<file path="src/rtl/numlock_code_player.sv">
// numlock_code_player: plays a CODE_LEN-bit combination on the U/Z buttons,
// MSB first (1 = U press, 0 = Z press), each press followed by a release gap,
// then watches Unlock and reports pass/fail.
module numlock_code_player #(
  parameter int unsigned CODE_LEN  = 4,
  parameter int unsigned PRESS_CYC = 5,
  parameter int unsigned GAP_CYC   = 3,
  parameter int unsigned WAIT_CYC  = 16
) (
  input  logic                clk,
  input  logic                reset,
  input  logic                start,
  input  logic [CODE_LEN-1:0] code,
  input  logic                Unlock,
  output logic                U,
  output logic                Z,
  output logic                busy,
  output logic                done,
  output logic                pass,
  output logic                fail
);

  localparam int unsigned MAX_PG  = (PRESS_CYC > GAP_CYC) ? PRESS_CYC : GAP_CYC;
  localparam int unsigned MAX_CYC = (MAX_PG > WAIT_CYC) ? MAX_PG : WAIT_CYC;
  localparam int unsigned CNT_W   = $clog2(MAX_CYC + 1);
  localparam int unsigned IDX_W   = (CODE_LEN > 1) ? $clog2(CODE_LEN) : 1;

  localparam logic [CNT_W-1:0] PRESS_LOAD = CNT_W'(PRESS_CYC - 1);
  localparam logic [CNT_W-1:0] GAP_LOAD   = CNT_W'(GAP_CYC - 1);
  localparam logic [CNT_W-1:0] WAIT_LOAD  = CNT_W'(WAIT_CYC - 1);
  localparam logic [IDX_W-1:0] IDX_LOAD   = IDX_W'(CODE_LEN - 1);

  typedef enum logic [2:0] {
    S_IDLE,
    S_PRESS,
    S_GAP,
    S_WAIT,
    S_DONE
  } state_t;

  state_t              state;
  logic [CNT_W-1:0]    cnt;
  logic [IDX_W-1:0]    idx;
  logic [CODE_LEN-1:0] code_r;
  logic [IDX_W-1:0]    idx_dec;

  assign idx_dec = idx - 1'b1;

  // Sequencer: counter counts down from (phase length - 1) and is reloaded
  // on every state entry; button outputs are set together with the state
  // change so they line up with the phase they belong to.
  always_ff @(posedge clk) begin
    if (!reset) begin
      state  <= S_IDLE;
      cnt    <= '0;
      idx    <= '0;
      code_r <= '0;
      U      <= 1'b0;
      Z      <= 1'b0;
      busy   <= 1'b0;
      done   <= 1'b0;
      pass   <= 1'b0;
      fail   <= 1'b0;
    end else begin
      done <= 1'b0;
      case (state)
        S_IDLE: begin
          if (start) begin
            code_r <= code;
            idx    <= IDX_LOAD;
            cnt    <= PRESS_LOAD;
            pass   <= 1'b0;
            fail   <= 1'b0;
            busy   <= 1'b1;
            U      <= code[CODE_LEN-1];
            Z      <= ~code[CODE_LEN-1];
            state  <= S_PRESS;
          end
        end
        S_PRESS: begin
          if (Unlock) begin
            fail  <= 1'b1;
            done  <= 1'b1;
            U     <= 1'b0;
            Z     <= 1'b0;
            state <= S_DONE;
          end else if (cnt == '0) begin
            U     <= 1'b0;
            Z     <= 1'b0;
            cnt   <= GAP_LOAD;
            state <= S_GAP;
          end else begin
            cnt <= cnt - 1'b1;
          end
        end
        S_GAP: begin
          if (Unlock) begin
            fail  <= 1'b1;
            done  <= 1'b1;
            state <= S_DONE;
          end else if (cnt == '0) begin
            if (idx != '0) begin
              idx   <= idx_dec;
              U     <= code_r[idx_dec];
              Z     <= ~code_r[idx_dec];
              cnt   <= PRESS_LOAD;
              state <= S_PRESS;
            end else begin
              cnt   <= WAIT_LOAD;
              state <= S_WAIT;
            end
          end else begin
            cnt <= cnt - 1'b1;
          end
        end
        S_WAIT: begin
          if (Unlock) begin
            pass  <= 1'b1;
            done  <= 1'b1;
            state <= S_DONE;
          end else if (cnt == '0) begin
            fail  <= 1'b1;
            done  <= 1'b1;
            state <= S_DONE;
          end else begin
            cnt <= cnt - 1'b1;
          end
        end
        S_DONE: begin
          busy  <= 1'b0;
          cnt   <= '0;
          state <= S_IDLE;
        end
        default: begin
          busy  <= 1'b0;
          U     <= 1'b0;
          Z     <= 1'b0;
          cnt   <= '0;
          state <= S_IDLE;
        end
      endcase
    end
  end

endmodule

</file>
<file path="config.mk">
export PLATFORM = sky130hd
export DESIGN_NAME = numlock_code_player
export DESIGN_NICKNAME = d
export VERILOG_FILES = /design/src/rtl/numlock_code_player.sv
export SDC_FILE = /design/constraint.sdc
export NUM_CORES = 1
export LEC_CHECK = 0
export ABC_AREA = 1
export CAP_MARGIN = 15
export CORE_MARGIN = 4
export CORE_UTILIZATION = 35
export CTS_CLUSTER_SIZE = 8
export DETAILED_ROUTE_END_ITERATION = 8
export DONT_BUFFER_PORTS = 1
export HOLD_SLACK_MARGIN = 0.12
export PLACE_DENSITY_LB_ADDON = 0.15
export SLEW_MARGIN = 20
export SYNTH_ARGS = -nofsm -noshare
export SYNTH_HDL_FRONTEND = slang
export SYNTH_SLANG_ARGS = --single-unit
export TNS_END_PERCENT = 20
</file>
<file path="constraint.sdc">
create_clock -name clk -period 2.7 [get_ports clk]
set_clock_uncertainty 0.1 [all_clocks]
set_input_delay 0.405 -clock clk [delete_from_list [all_inputs] [get_ports clk]]
set_output_delay 0.405 -clock clk [all_outputs]
set_load 0.05 [all_outputs]
</file>
==> results.toml, run 1 <==
[status]
status = "finished, final reports clean"

[place]
portBuffers = 0
placed_area_sq_mm = 0.001262
dp_slack_ps = 729.6
gp_congestion = 0.9247
dpl.hpwl_um = 2162
place_inst = 238

[pwr]
ir_drop_v = 0.0004998
total_power_mw = 1.209
leakage_nw = 0.6277
power_per_cell_area_mw_per_mm2 = 933.4

[sta]
timing.fmax_mhz = 501.9
whs_ps = 124.8
setup_slack_ps = 707.5
fin_tns_setup_ps = 0
period_share = 0.7379
slew_viol_final = 0
worstMarginPinSlew_ps = 524.5
hold_violations = 0
rsz0062_at_grt = "no"
setup_viol = 0
relSlewSlack = 0.6498
finalCriticalPeriod_ps = 1992

[logic_synthesis]
yosysSeqAreaShare = 0.3245
synth-simple-area-share = 0.4483
synth_xor_area_frac = 0.007099
synth_fa_ha_area_frac = 0.02028
muxShareOfSynthArea = 0
mappedNetlistArea_sq_mm = 0.001234
synth_warnings = 0
syn_avg_cell_area_sq_um = 6.294
synth.net_count = 206
ys_seq_elements = 20
ys_types = 27
synth_top_family_by_area = "simple AND/OR/NAND/NOR gates"
synth_compound_area_frac = 0.09939
syn_inst = 196

[die]
dieArea_sq_mm = 0.004539
fp.dieH_um = 67.37
start_util = 0.3668
core_area_sq_mm = 0.003363
die_w_um = 67.37
io_pins = 14
rows = 21

[detailed_routing]
vias = 1164
drc = 0
ant_nets = 0
drt-total-wl_um = 2786
wl_per_cell_um = 11.51
viasPerCell = 4.810
drt_iter0_markers = 31
dr.pass1.iters = 4

[worst_setup_path]
crit_arrival_ps = 2090
cp_top_family = "simple AND/OR/NAND/NOR gates"
cp_num_cells = 9
start_kind = "flop"
worst_path_max_delay_cell = "nand3_1"
slowest_delay_ps = 370
cp_num_buf_inv = 1
r2r_start = "cnt[0]"
crit_start = "cnt[0]"
path_class = "flop to flop"
worst-path-max-fanout = 12
endpoint_kind = "flop"
reg2reg_slack_ps = 710
r2r-end = "U"
crit_chain = "inv_1, ha_1, nand3_1, nand2_1, nand2_1, nor2_1, nand2_1, nor2_1, nor2_1"
reg2reg_depth = 9
endpoint = "U"
cp_data_required_time_ps = 2790

[cells_and_area]
final_util = 0.3850
multi_input_area_sq_um = 709.4
final.fill_count = 394
antenna_cells = 0
post-route-cell-area_sq_mm = 0.001295
nNetsFinal = 208
drive_gt1_frac = 0.1276
seqCellArea_sq_um = 400.4
area_growth_pct = 4.969
finalNonFillerCells = 242

[clock_tree]
clock-sinks = 20
htreeDepth = 1
cts-root-buf = "clkbuf_4"
clk_latency_ps = 300
cts_buffer_depth = 2
ctsResizeCount = 0
clkTransAtPathRegs_ps = 120
cts_tree = "yes"
numCtsBuffers = 3

[flow_run]
drv_cap = 0

[grt]
grt_pass1_vias = 1202
gr-usage-all-layers = 0.1501
grt_max_degree = 13
grt_pass1_wl_um = 5209
antenna_found_initial = 0
gr-total-overflow = 0

[min_path]
worstHoldPathCells = 2
hold_class = "primary input to flop"
power by group:
group | leakage [nW] | internal, mW | switching (mW)
clock | 0.0138 | 0.0519 | 0.0918
combinational | 0.449 | 0.197 | 0.362
sequential | 0.165 | 0.363 | 0.143
total | 0.628 | 0.612 | 0.597
registers in the layout, indices dropped and copies added, names as in the netlist:
name    flops
pass        1
cnt         5
done        1
code_r      4
Z           1
idx         2
U           1
busy        1
state       3
fail        1
final cells by class:
type	instances	area share
clock buffer	3	0.01739
inverter	25	0.07343
multi-input combinational	147	0.5478
sequential	20	0.3092
tap	46	0.04444
timing repair buffer	1	0.007729
how the worst min path moves through the flow:
stage                            to  startpoint
after floorplan              cnt[0]      cnt[0]
after global placement       cnt[0]      cnt[0]
after detailed placement     cnt[1]      cnt[1]
after CTS                 code_r[3]       reset
after global routing      code_r[1]     code[1]
final                     code_r[3]       reset
metal layers:
metal  track usage  share of wire  up-vias  routed length [um]
met5             0              0        -                   0
met4       0.06076         0.0093        0                  26
met1        0.1913           0.51      526                1424
met2        0.2368           0.43       15                1200
met3       0.04326          0.048        2                 135
li1              -              -      621                   -
cell families after synthesis:
family / count (synthesis)
adders and majority gates: 2
xor gates and xnor gates: 1
AOI/OAI and AO/OA: 23
DFF: 20
buffers and inverters: 29
and+or+nand+nor: 121
synth_stat cells (all sizes together):
| library cell | n | area share |
|---|---|---|
| nand4 | 2 | 0.010 |
| ha | 2 | 0.020 |
| xor2 | 1 | 0.0071 |
| nor3 | 2 | 0.017 |
| nand2 | 68 | 0.22 |
| inv | 23 | 0.070 |
| buf | 4 | 0.023 |
| clkinv | 2 | 0.0071 |
| a21oi | 8 | 0.032 |
| o21ai | 12 | 0.049 |
| nand3 | 18 | 0.085 |
| dfxtp | 20 | 0.32 |
| nand3b | 2 | 0.012 |
| nor2 | 29 | 0.10 |
| a21boi | 2 | 0.012 |
| a211oi | 1 | 0.0061 |
cell usage in the layout (no fill, tap or decap), drive strengths merged:
cell,Yosys,routed
nand3b,2,2
nand4,2,2
a21oi,8,8
clkbuf,0,3
dfxtp,20,20
nor2,29,29
a211oi,1,1
inv,23,23
dlygate4sd3,0,1
ha,2,2
nor3,2,2
clkinv,2,2
a21boi,2,2
nand3,18,18
xor2,1,1
nand2,68,68
o21ai,12,12
repair_timing:
| item | in CTS | in global routing |
|---|---|---|
| hold endpoints to repair | 6 | 0 |
| buffers inserted | 0 | 0 |
| hold buffers | 1 | 0 |
Note: power is estimated with default switching activity, not from simulation.
==> run 2: changes to the inputs <==
Clock period 2.7 ns to 1.8 ns, I/O delays scaled along.
==> run 2 against run 1 <==
- die area unchanged
- register-to-register slack got worse by 520 ps
- fmax increased by 24%
- worst hold slack improved by 28 ps
- final cell count increased by 3.7%
==> results.toml, run 2 (synthesis gave the netlist of run 1 again) <==
[detailed_routing]
ant_nets = 0
drt_iter0_markers = 44
dr.pass1.iters = 4
vias = 1197
drc = 0
drt-total-wl_um = 2825
viasPerCell = 4.769
wl_per_cell_um = 11.25

[clock_tree]
numCtsBuffers = 3
clkTransAtPathRegs_ps = 110
clk_latency_ps = 300
cts_buffer_depth = 2
cts_setup_buffers = 0
cts_tree = "yes"
cts-root-buf = "clkbuf_4"
clock-sinks = 20
htreeDepth = 1

[cells_and_area]
largest_register = "cnt"
post-route-cell-area_sq_mm = 0.001378
seqCellArea_sq_um = 400.4
antenna_cells = 0
area_growth_pct = 11.66
final.fill_count = 397
final_common_cell = "nand2_1"
final_cell_mix = "62 x nand2_1, 23 x nor2_1, 20 x dfxtp_1, 18 x inv_1, 15 x nand3_1"
nNetsFinal = 217
largest_register_ffs = 5
multi_input_area_sq_um = 711.9
drive_gt1_frac = 0.1463
reg_top3 = "cnt x5, code_r x4, state x3"

[worst_setup_path]
crit_arrival_ps = 1760
start_kind = "flop"
cp_data_required_time_ps = 1940
endpoint_kind = "flop"
worst-path-max-fanout = 4
path_class = "flop to flop"

[die]
core_area_sq_mm = 0.003363
fp.dieH_um = 67.37
start_util = 0.3668
dieArea_sq_mm = 0.004539
io_pins = 14
die_w_um = 67.37
rows = 21

[grt]
grt_pass1_vias = 1183
gr-total-overflow = 0
grt_pass1_wl_um = 5244
antenna_found_initial = 0
gr-usage-all-layers = 0.1497
grt_max_degree = 12

[place]
dpl.hpwl_um = 2166
placed_area_sq_mm = 0.001292
portBuffers = 0
gp_congestion = 0.8689

[sta]
finalCriticalPeriod_ps = 1611
hold_violations = 0
relSlewSlack = 0.6454
rsz0062_at_grt = "no"
slew_viol_final = 0
fin_tns_setup_ps = 0
whs_ps = 152.9
setup_viol = 0
period_share = 0.8950
worstMarginPinSlew_ps = 531.1
timing.fmax_mhz = 620.7

[pwr]
power_per_cell_area_mw_per_mm2 = 1349
total_power_mw = 1.858
ir_drop_v = 0.0005612
leakage_nw = 0.6688

[min_path]
hold_class = "primary input to flop"

[status]
status = "finished, final reports clean"

[flow_run]
drv_cap = 0
==> run 2: report_power, final <==
part / switching, mW / total [mW] / internal, mW
registers: 0.200 / 0.745 / 0.545
clock network: 0.127 / 0.205 / 0.0779
logic: 0.567 / 0.908 / 0.341
total: 0.894 / 1.86 / 0.964
==> run 2: stage by stage <==
step / setup WS, ps / util / instances
2_1_floorplan: 280.1 / - / 196
3_3_place_gp: 172.1 / 0.3843 / 242
3_5_place_dp: 155.5 / 0.3843 / 242
4_1_cts: 133.3 / 0.4089 / 251
5_1_grt: 6.507 / 0.4096 / 251
6_report: 188.9 / 0.4096 / 251
==> run 2: worst paths after layout <==
path / cells after the start / slack, ps / end / from
worst min register to register: 2 / 390 / cnt[0] / cnt[0]
worst min-delay path: 4 / 150 / pass / Unlock
worst max register to register: 7 / 190 / idx[1] / idx[0]
worst max-delay path: 7 / 190 / idx[1] / idx[0]
==> run 2: cell type report <==
| cell class | count | area share |
|---|---|---|
| flip-flops and latches | 20 | 0.2906 |
| well taps | 46 | 0.04178 |
| multi-input cells | 147 | 0.5168 |
| inverters | 25 | 0.06903 |
| clock buffers | 3 | 0.01635 |
| repair buffers | 10 | 0.06540 |
==> run 2: repair_timing <==
| item | in CTS | in global routing |
|---|---|---|
| gates resized for setup | 0 | 1 |
| hold buffers | 6 | 0 |
| setup endpoints to repair | 0 | 6 |
| hold endpoints to repair | 19 | 0 |
==> run 2: critical path, cell delays in order (launching register included) <==
cell	delay, ps
dfxtp_1	400
inv_1	110
ha_1	250
a211oi_1	240
nand4_1	210
nand2_1	110
nand2_1	50
nor2_1	80
==> run 2: metal layers <==
metal	track usage	share of wire	wire length [um]	vias up
li1	-	-	-	637
met3	0.03827	0.060	170	7
met5	0	0	0	-
met2	0.2245	0.42	1198	32
met4	0.05063	0.017	47	0
met1	0.2072	0.50	1409	521
